## config.mk

```make
export PLATFORM = sky130hd
export DESIGN_NAME = vape_ctrl
export DESIGN_NICKNAME = d
export VERILOG_FILES = /design/src/rtl/vape_ctrl.sv
export SDC_FILE = /design/constraint.sdc
export NUM_CORES = 1
export LEC_CHECK = 0
export BUFFER_PORTS_ARGS = -buffer_cell sky130_fd_sc_hd__buf_2
export CAP_MARGIN = 20
export CORE_ASPECT_RATIO = 0.7
export CORE_MARGIN = 1
export CORE_UTILIZATION = 56
export CTS_CLUSTER_DIAMETER = 50
export DETAILED_ROUTE_END_ITERATION = 8
export PLACE_DENSITY = 0.84
export SYNTH_ARGS = -nofsm -noshare
export SYNTH_HDL_FRONTEND = slang
export SYNTH_SLANG_ARGS = --single-unit
export TNS_END_PERCENT = 5
```

## constraint.sdc

```tcl
create_clock -name clk -period 3.55 [get_ports clk]
set_input_delay 0 -clock clk [delete_from_list [all_inputs] [get_ports clk]]
set_output_delay 0 -clock clk [all_outputs]
set_load 0.03 [all_outputs]
```

## src/rtl/vape_ctrl.sv

```systemverilog
// VAPE execution-monitor controller: bound registers, arm/lock sequencing, violation aggregation.
// Optional cause capture in STATUS[15:8] is enabled by defining VAPE_CTRL_CAUSE_EN.
module vape_ctrl #(
    parameter int unsigned NVIOL     = 4,
    parameter logic [15:0] BASE_ADDR = 16'h0190
) (
    input  logic             clk,
    input  logic             reset,
    input  logic [15:0]      bus_addr,
    input  logic [15:0]      bus_wdata,
    input  logic             bus_wen,
    input  logic             bus_ren,
    output logic [15:0]      bus_rdata,
    input  logic [15:0]      pc,
    input  logic             exec,
    input  logic [NVIOL-1:0] viol_in,
    output logic [15:0]      ER_min,
    output logic [15:0]      ER_max,
    output logic [15:0]      OR_min,
    output logic [15:0]      OR_max,
    output logic             mon_reset,
    output logic             cfg_locked,
    output logic [2:0]       state_o
);

    localparam int unsigned DW = 16;

    typedef enum logic [2:0] {
        S_IDLE  = 3'd0,
        S_ARMED = 3'd1,
        S_RUN   = 3'd2,
        S_DONE  = 3'd3,
        S_ABORT = 3'd4
    } state_e;

    state_e          state_q, state_d;
    logic [DW-1:0]   er_min_q, er_max_q, or_min_q, or_max_q;
    logic [NVIOL-1:0] mask_q;
    logic            werr_q, werr_d, cerr_q, cerr_d;
    logic [DW-1:0]   rdata_q;
    logic [NVIOL-1:0] cause_w;

    // Address decode on exact word offsets; anything else is unmapped
    logic [DW-1:0] off;
    logic hit_er_min, hit_er_max, hit_or_min, hit_or_max, hit_ctrl, hit_mask;
    assign off        = bus_addr - BASE_ADDR;
    assign hit_er_min = (off == 16'd0);
    assign hit_er_max = (off == 16'd2);
    assign hit_or_min = (off == 16'd4);
    assign hit_or_max = (off == 16'd6);
    assign hit_ctrl   = (off == 16'd8);
    assign hit_mask   = (off == 16'd10);

    logic locked, cfg_wr, ctrl_wr, arm, disarm, clr, cfg_ok;
    logic [NVIOL-1:0] viol_m;
    logic v;
    assign locked  = (state_q != S_IDLE);
    assign cfg_wr  = bus_wen & (hit_er_min | hit_er_max | hit_or_min | hit_or_max | hit_mask);
    assign ctrl_wr = bus_wen & hit_ctrl;
    assign arm     = ctrl_wr & bus_wdata[0];
    assign disarm  = ctrl_wr & bus_wdata[1];
    assign clr     = ctrl_wr & bus_wdata[2];
    assign cfg_ok  = (er_min_q <= er_max_q) && (or_min_q <= or_max_q);
    assign viol_m  = viol_in & mask_q;
    assign v       = |viol_m;

    // Next-state and sticky flag logic
    always_comb begin
        state_d = state_q;
        werr_d  = werr_q;
        cerr_d  = cerr_q;
        if (cfg_wr && locked) werr_d = 1'b1;
        if (clr && !locked) begin
            werr_d = 1'b0;
            cerr_d = 1'b0;
        end
        if (state_q != S_IDLE && v) begin
            state_d = S_ABORT;
        end else begin
            unique case (state_q)
                S_IDLE: if (arm) begin
                    if (cfg_ok) state_d = S_ARMED;
                    else        cerr_d  = 1'b1;
                end
                S_ARMED: begin
                    if (exec)        state_d = S_RUN;
                    else if (disarm) state_d = S_IDLE;
                end
                S_RUN: begin
                    if (!exec)               state_d = S_ABORT;
                    else if (pc == er_max_q) state_d = S_DONE;
                    else if (disarm)         werr_d  = 1'b1;
                end
                S_DONE, S_ABORT: if (disarm) state_d = S_IDLE;
                default: state_d = S_IDLE;
            endcase
        end
    end

`ifdef VAPE_CTRL_CAUSE_EN
    logic [NVIOL-1:0] cause_q, cause_d;

    // Latch on first entry to ABORT; exec-fall entry sees viol_m == 0
    always_comb begin
        cause_d = cause_q;
        if (state_d == S_ABORT && state_q != S_ABORT) cause_d = viol_m;
        if (state_d == S_IDLE && state_q != S_IDLE)   cause_d = '0;
        if (clr && !locked)                           cause_d = '0;
    end

    always_ff @(posedge clk) begin
        if (reset) cause_q <= '0;
        else       cause_q <= cause_d;
    end

    assign cause_w = cause_q;
`else
    assign cause_w = '0;
`endif

    logic [DW-1:0] status_c, rmux_c;
    always_comb begin
        status_c            = '0;
        status_c[2:0]       = 3'(state_q);
        status_c[3]         = werr_q;
        status_c[4]         = cerr_q;
        status_c[8 +: NVIOL] = cause_w;
    end

    always_comb begin
        rmux_c = '0;
        if (hit_er_min)      rmux_c = er_min_q;
        else if (hit_er_max) rmux_c = er_max_q;
        else if (hit_or_min) rmux_c = or_min_q;
        else if (hit_or_max) rmux_c = or_max_q;
        else if (hit_ctrl)   rmux_c = status_c;
        else if (hit_mask)   rmux_c[NVIOL-1:0] = mask_q;
    end

    always_ff @(posedge clk) begin
        if (reset) begin
            state_q  <= S_IDLE;
            werr_q   <= 1'b0;
            cerr_q   <= 1'b0;
            er_min_q <= '0;
            er_max_q <= '0;
            or_min_q <= '0;
            or_max_q <= '0;
            mask_q   <= '1;
            rdata_q  <= '0;
        end else begin
            state_q <= state_d;
            werr_q  <= werr_d;
            cerr_q  <= cerr_d;
            rdata_q <= bus_ren ? rmux_c : '0;
            if (bus_wen && !locked) begin
                if (hit_er_min) er_min_q <= bus_wdata;
                if (hit_er_max) er_max_q <= bus_wdata;
                if (hit_or_min) or_min_q <= bus_wdata;
                if (hit_or_max) or_max_q <= bus_wdata;
                if (hit_mask)   mask_q   <= bus_wdata[NVIOL-1:0];
            end
        end
    end

    assign bus_rdata  = rdata_q;
    assign ER_min     = er_min_q;
    assign ER_max     = er_max_q;
    assign OR_min     = or_min_q;
    assign OR_max     = or_max_q;
    assign state_o    = 3'(state_q);
    assign cfg_locked = locked;
    // Combinational v term aborts the monitor in the violation cycle itself
    assign mon_reset  = (state_q == S_IDLE) | (state_q == S_ABORT) | v;

endmodule

```

# Word-level counts from Yosys, hierarchy flattened
# Cells that the tools add are included.
[word_totals]
regBits = 89
out_inout_bits = 85
wordCells = 89
input_bits = 57
[classes]
n_mux = 27
add_sub_neg = 1
n_reduce_logical = 20
n_eq_ne = 16
bitwise_logic = 13
order_cmp = 2
[ops]
columns = ["cell", "n"]
rows = [
  ["$mux 16", 4],
  ["$eq 16x3->1 const B", 2],
  ["$eq 16x4->1 const B", 2],
  ["$le 16x16->1", 2],
  ["$mux 3", 7],
  ["$eq 16x16->1", 1],
  ["$eq 16x2->1 const B", 1],
  ["$logic_not 16->1", 1],
  ["$sub 16x9->16 const B", 1],
  ["$mux 1", 13],
  ["$pmux 3 s4", 1],
  ["$reduce_and 2->1", 5],
  ["$ne 3x3->1 const B", 3],
  ["$mux 4", 2],
  ["$eq 3x2->1 const B", 2],
  ["$or 1x1->1", 6],
  ["$reduce_and 3->1", 2],
  ["$reduce_or 2->1", 3],
  ["$and 1x1->1", 5],
  ["$logic_and 1x1->1", 5],
  ["$and 4x4->4", 1],
  ["$ne 2x2->1 const B", 2],
  ["$ne 4x4->1 const B", 1],
  ["$reduce_or 4->1", 1],
  ["other kinds (6)", 6],
]

# Longest topological paths before layout
[logic_depth]
ltp_word = 15
depth_mapped = 8
depth_no_buf = 8

# Worst setup path after synthesis
# No wires, ideal clock.
[synth_timing]
kind = "reg-to-reg"
from = "register state_q[1] (netlist: state_o[1])"
to = "register mask_q[0]"
path_slack_ns = 1.467
arrival_ns = 1.966
stages_incl_launch_ff = 9
required_ns = 3.433
cell_sequence = "dfxtp_1 > clkbuf_1 > nor3_4 > nand2_2 > nor4_2 > and3_1 > buf_4 > mux2i_1 > nand2b_1"
[synth_between]
elab_chain_cells = 4
[synth_lines]
columns = ["item", "line", "text"]
rows = [
  ["from (decl)", "36", "state_e state_q, state_d;"],
  ["from (signal assigned)", "152", "state_q <= state_d;"],
  ["$reduce_bool 3->1", "57", "assign locked = (state_q != S_IDLE);"],
  ["$logic_not 1->1", "156", "if (bus_wen && !locked) begin"],
  ["$logic_and 1x1->1", "156", ""],
  ["$reduce_and 2->1 (no source line)", "--", ""],
  ["to (signal assigned)", "161", "if (hit_mask) mask_q <= bus_wdata[NVIOL-1:0];"],
  ["to (decl)", "38", "logic [NVIOL-1:0] mask_q;"],
]
# Every way passes these cells.
# A chain may end at the register's enable or synchronous reset.

# Final worst setup path
[layout_timing]
from = "register or_max_q[14] (netlist: OR_max[14])"
to = "register state_q[0] (netlist: state_o[0])"
[layout_between]
elab_chain_cells = 4
[layout_lines]
columns = ["item", "line", "text"]
rows = [
  ["from (decl)", "37", "logic [DW-1:0] er_min_q, er_max_q, or_min_q, or_max_q;"],
  ["from (signal assigned)", "160", "if (hit_or_max) or_max_q <= bus_wdata;"],
  ["$le 16x16->1", "63", "assign cfg_ok = (er_min_q <= er_max_q) && (or_min_q <= or_max_q);"],
  ["$logic_and 1x1->1", "63", ""],
  ["$ne 2x2->1 (no source line)", "--", ""],
  ["$reduce_and 3->1 (no source line)", "--", ""],
]
# Every way passes these cells.

==> metrics list <==
- Flop and latch count out of synthesis: 89
- Pwr/cell area: 402.5 mW/mm^2
- Clock slew at reported path FFs: 0.07 ns
- Met2 Track Usage GR: 55.15%
- Via density per instance: 5.948
- The clock network accounts for 42.8% of the total power.
* TritonCTS clock tree: yes
- Router iterations before antenna repair: 8
* CTS H-Tree Depth: 3
- Width of the die: 113.4 um
- Outcome: complete, no violations
- The detailed router placed 5,246 vias in this run.
- Of the total power, registers draw 42.4%.
* Post-synthesis sequential area ratio: 36.62%
- Routability congestion estimate from global placement: 1.015
- Num CTS Buffers: 9
- Summed over all layers, the global routing overflow is 0.
- The number of different library cells used by synthesis comes to 48.
- The initial utilization of the core area, before any placement, comes to 57.63%.
- For the worst flop-to-flop path, the logic depth is 8.
* Drt wl/cell: 18.21 um
- Fill cell total of the finished layout: 648
* GRT Total Usage: 36.41%
* Setup TNS Final: 0 ns
- Cell count after synthesis: 616
* RSZ-0062 raised after global routing: false
- The critical path in this run is classified as register to register.
- The analysis attributes to net switching a power of 697.7 uW.
* Slew HR: 37.31%
- Met1 usage in global routing: 48.31%
- Prevailing post-synth register cell: dfxtp_1
- Number of enable-type register cells in the synthesized netlist: 0
* Avg Inst Size Synth: 7.899 um^2
- The die covers 0.009072 mm^2.
* Maximum operating frequency: 404.2 MHz
* Placed cells: 849
* First-pass GRT wire length: 25,110 um
- Of all nets on the critical path, the largest fanout is 4.
* Buffer levels on the longest clock path: 2
- Summed over all cells, the static leakage comes to 2.638 nW.
- The number of antenna violations at the first check in global routing was 0.
- Footprint of the multi-input gates: 0.002751 mm^2
* IR drop worst, VDD: 0.2393 mV
- Number of clock sinks: 89
- Syn nets: 705
- 0 antenna diodes ended up in the layout.
- Gates resized during post-CTS repair numbered 0.
- Area share of the largest cell type after synthesis: 36.62%
- Cell internal power was estimated by the tool at 1.753 mW.
* Number of cells on the worst hold path: 3
- Max-slew violation count: 0
- In this run the core area contains 28 standard-cell rows.
* Yosys top cell by area: dfxtp_1
- Entering global routing, the biggest net connects 73 pins.
* Clock skew: 0.004396 ns
- Fraction of final layout cells with drive strength greater than 1: 25.85%
* Combinational power share: 14.8%
- DRT iter0 DRCs: 894
- STA classifies the critical path endpoint as a register.
- The worst setup path is launched from a register.
- At the pin with the least slew margin, the transition time is 0.9350 ns.
- I/O pin cnt: 142
- Required time of the critical path: 3.81 ns
- Number of failing hold endpoints at the final stage: 0
* Setup violations, final: 0
- Across the whole layout, storage elements account for 0.001782 mm^2.
* Root Buffer Master: clkbuf_16
- Worst Hold Class: input port to register
* Number of routed nets with antenna violations: 0
- The via count of the first global-routing pass is 4,822.
- Total Nets Final: 846
* Insertion delay of the later-clocked pin in the worst-skew pair: 0.35 ns
- Busiest layer in global routing: met2
* Number of port buffers: 141
* Area growth from synthesis to layout: 25.12%
* Overall die height: 79.99 um
- Excluding fillers, the count of instances in the completed layout stands at 882.
* Met3 layer usage reported by global route: 12.60%
* YS warnings: 0
* Max cap viols: 0
- The synthesized netlist occupies a cell area of 0.004866 mm^2.
- In this run the standard cell core region covers 0.008443 mm^2.
- Data arrival at the endpoint of the critical path: 2.74 ns
- The worst path uses 69.70% of the clock period.
- In the routed design, unresolved DRC markers number 0.
* Min cycle time layout: 2.474 ns
- Largest cells by area after synthesis: dfxtp_1 (37%), nand2_1 (12%), a21oi_1 (8.4%), ha_1 (8.2%), inv_1 (3.2%)
- Switching fraction of total power: 28.47%
- The number of setup buffers added after CTS is 0.
- Counting flops with an async set or reset pin after synthesis yields a share of 0%.
* Wire length after detailed routing: 16,060 um
- Once detailed placement completed, the half-perimeter wirelength came to 11,300 um.
## sequential cells by signal, summed over array words and instances, names as in the netlist
register and flops:
cerr_q 1, state_o 3, OR_max 16, bus_rdata 16, ER_max 16, ER_min 16
OR_min 16, werr_q 1, mask_q 4
## cells by family after synthesis
logic type | after synthesis | synth area share, %
buffers and inverters | 76 | 6.840
XOR/XNOR | 16 | 2.880
flip-flops | 89 | 36.62
multiplexers | 18 | 4.088
AND/OR/NAND/NOR | 244 | 23.66
AO/OA/AOI/OAI | 141 | 17.69
adder cells (fa/ha/maj) | 32 | 8.228
## through the flow
step | worst slack [ns] | total power, mW | utilization (%) | cell area, um^2 | hold slack [ns]
detailed placement | 1.173 | 1.394 | 66.23 | 5592 | 0.3062
finish | 1.076 | 2.450 | 72.11 | 6088 | 0.06872
global route | 0.9015 | 2.510 | 72.11 | 6088 | 0.07531
CTS | 1.201 | 2.429 | 72.11 | 6088 | 0.05831
floorplan | 1.467 | 1.274 | - | 4866 | 0.1327
global placement | 1.050 | 1.379 | 66.14 | 5584 | 0.2992
## area by class of cell
cell class	count	area share, %
multi-input cells	451	45.19
flip-flops and latches	89	29.26
repair buffers	164	15.13
clock buffers	9	3.699
inverters	42	2.589
well taps	120	2.466
clock inverters	7	1.665
## critical path, stage by stage (launching register included)
cell and delay (ns):
dfxtp_1 0.39, inv_1 0.06, ha_1 0.31, a21oi_1 0.17
nand2_1 0.07, a221o_1 0.35, a211oi_1 0.53, o22ai_1 0.22
nor4_1 0.28
## cells in the final DEF, fill, tap and decap left out, types with 10 or more instances in the layout
cell	netlist	layout
nand2_1	155	155
o21ai_0	17	17
mux2_2	12	12
inv_1	41	41
a222oi_1	11	11
dlygate4sd3_1	0	17
ha_1	32	32
a21oi_2	10	10
a21oi_1	82	82
dfxtp_1	89	89
xor2_1	16	16
nor2_1	26	26
buf_2	5	141
## power by group through the flow
| stage | logic [mW] | clock network, mW | registers (mW) |
|---|---|---|---|
| floorplan | 0.195 | 0 | 1.08 |
| global placement | 0.320 | 0 | 1.06 |
| detailed placement | 0.333 | 0 | 1.06 |
| CTS | 0.348 | 1.04 | 1.04 |
| global route | 0.384 | 1.08 | 1.04 |
| finish | 0.362 | 1.05 | 1.04 |
## cells in the mapped netlist, drive strengths merged, types with 8 or more instances
cell	number
nor2	26
nor4	12
clkbuf	21
nand3	9
a222oi	11
dfxtp	89
nor3	8
o21ai	17
buf	13
ha	32
a21oi	92
xor2	16
nand2	156
inv	41
mux2	12
nand4	9
## repair_timing
action	CTS	global route
hold buffers	17	0
endpoints found under the setup margin	0	0
endpoints found under the hold margin	58	0
## final timing paths
| path | startpoint | end | slack (ns) |
|---|---|---|---|
| max | OR_max[14] | state_o[0] | 1.08 |
| min | bus_wen | werr_q | 0.07 |
| max reg2reg | OR_max[14] | state_o[0] | 1.08 |
| min reg2reg | OR_max[9] | OR_max[9] | 0.49 |
## routing by layer
layer  up-vias  routed length [um]  share of wire, %
met4         0                 428               2.7
met2       386                6929                43
met3        52                2335                15
li1       2394                   -                 -
met1      2414                6370                40
met5         -                   0                 0
Power figures use the tool's default switching activity.
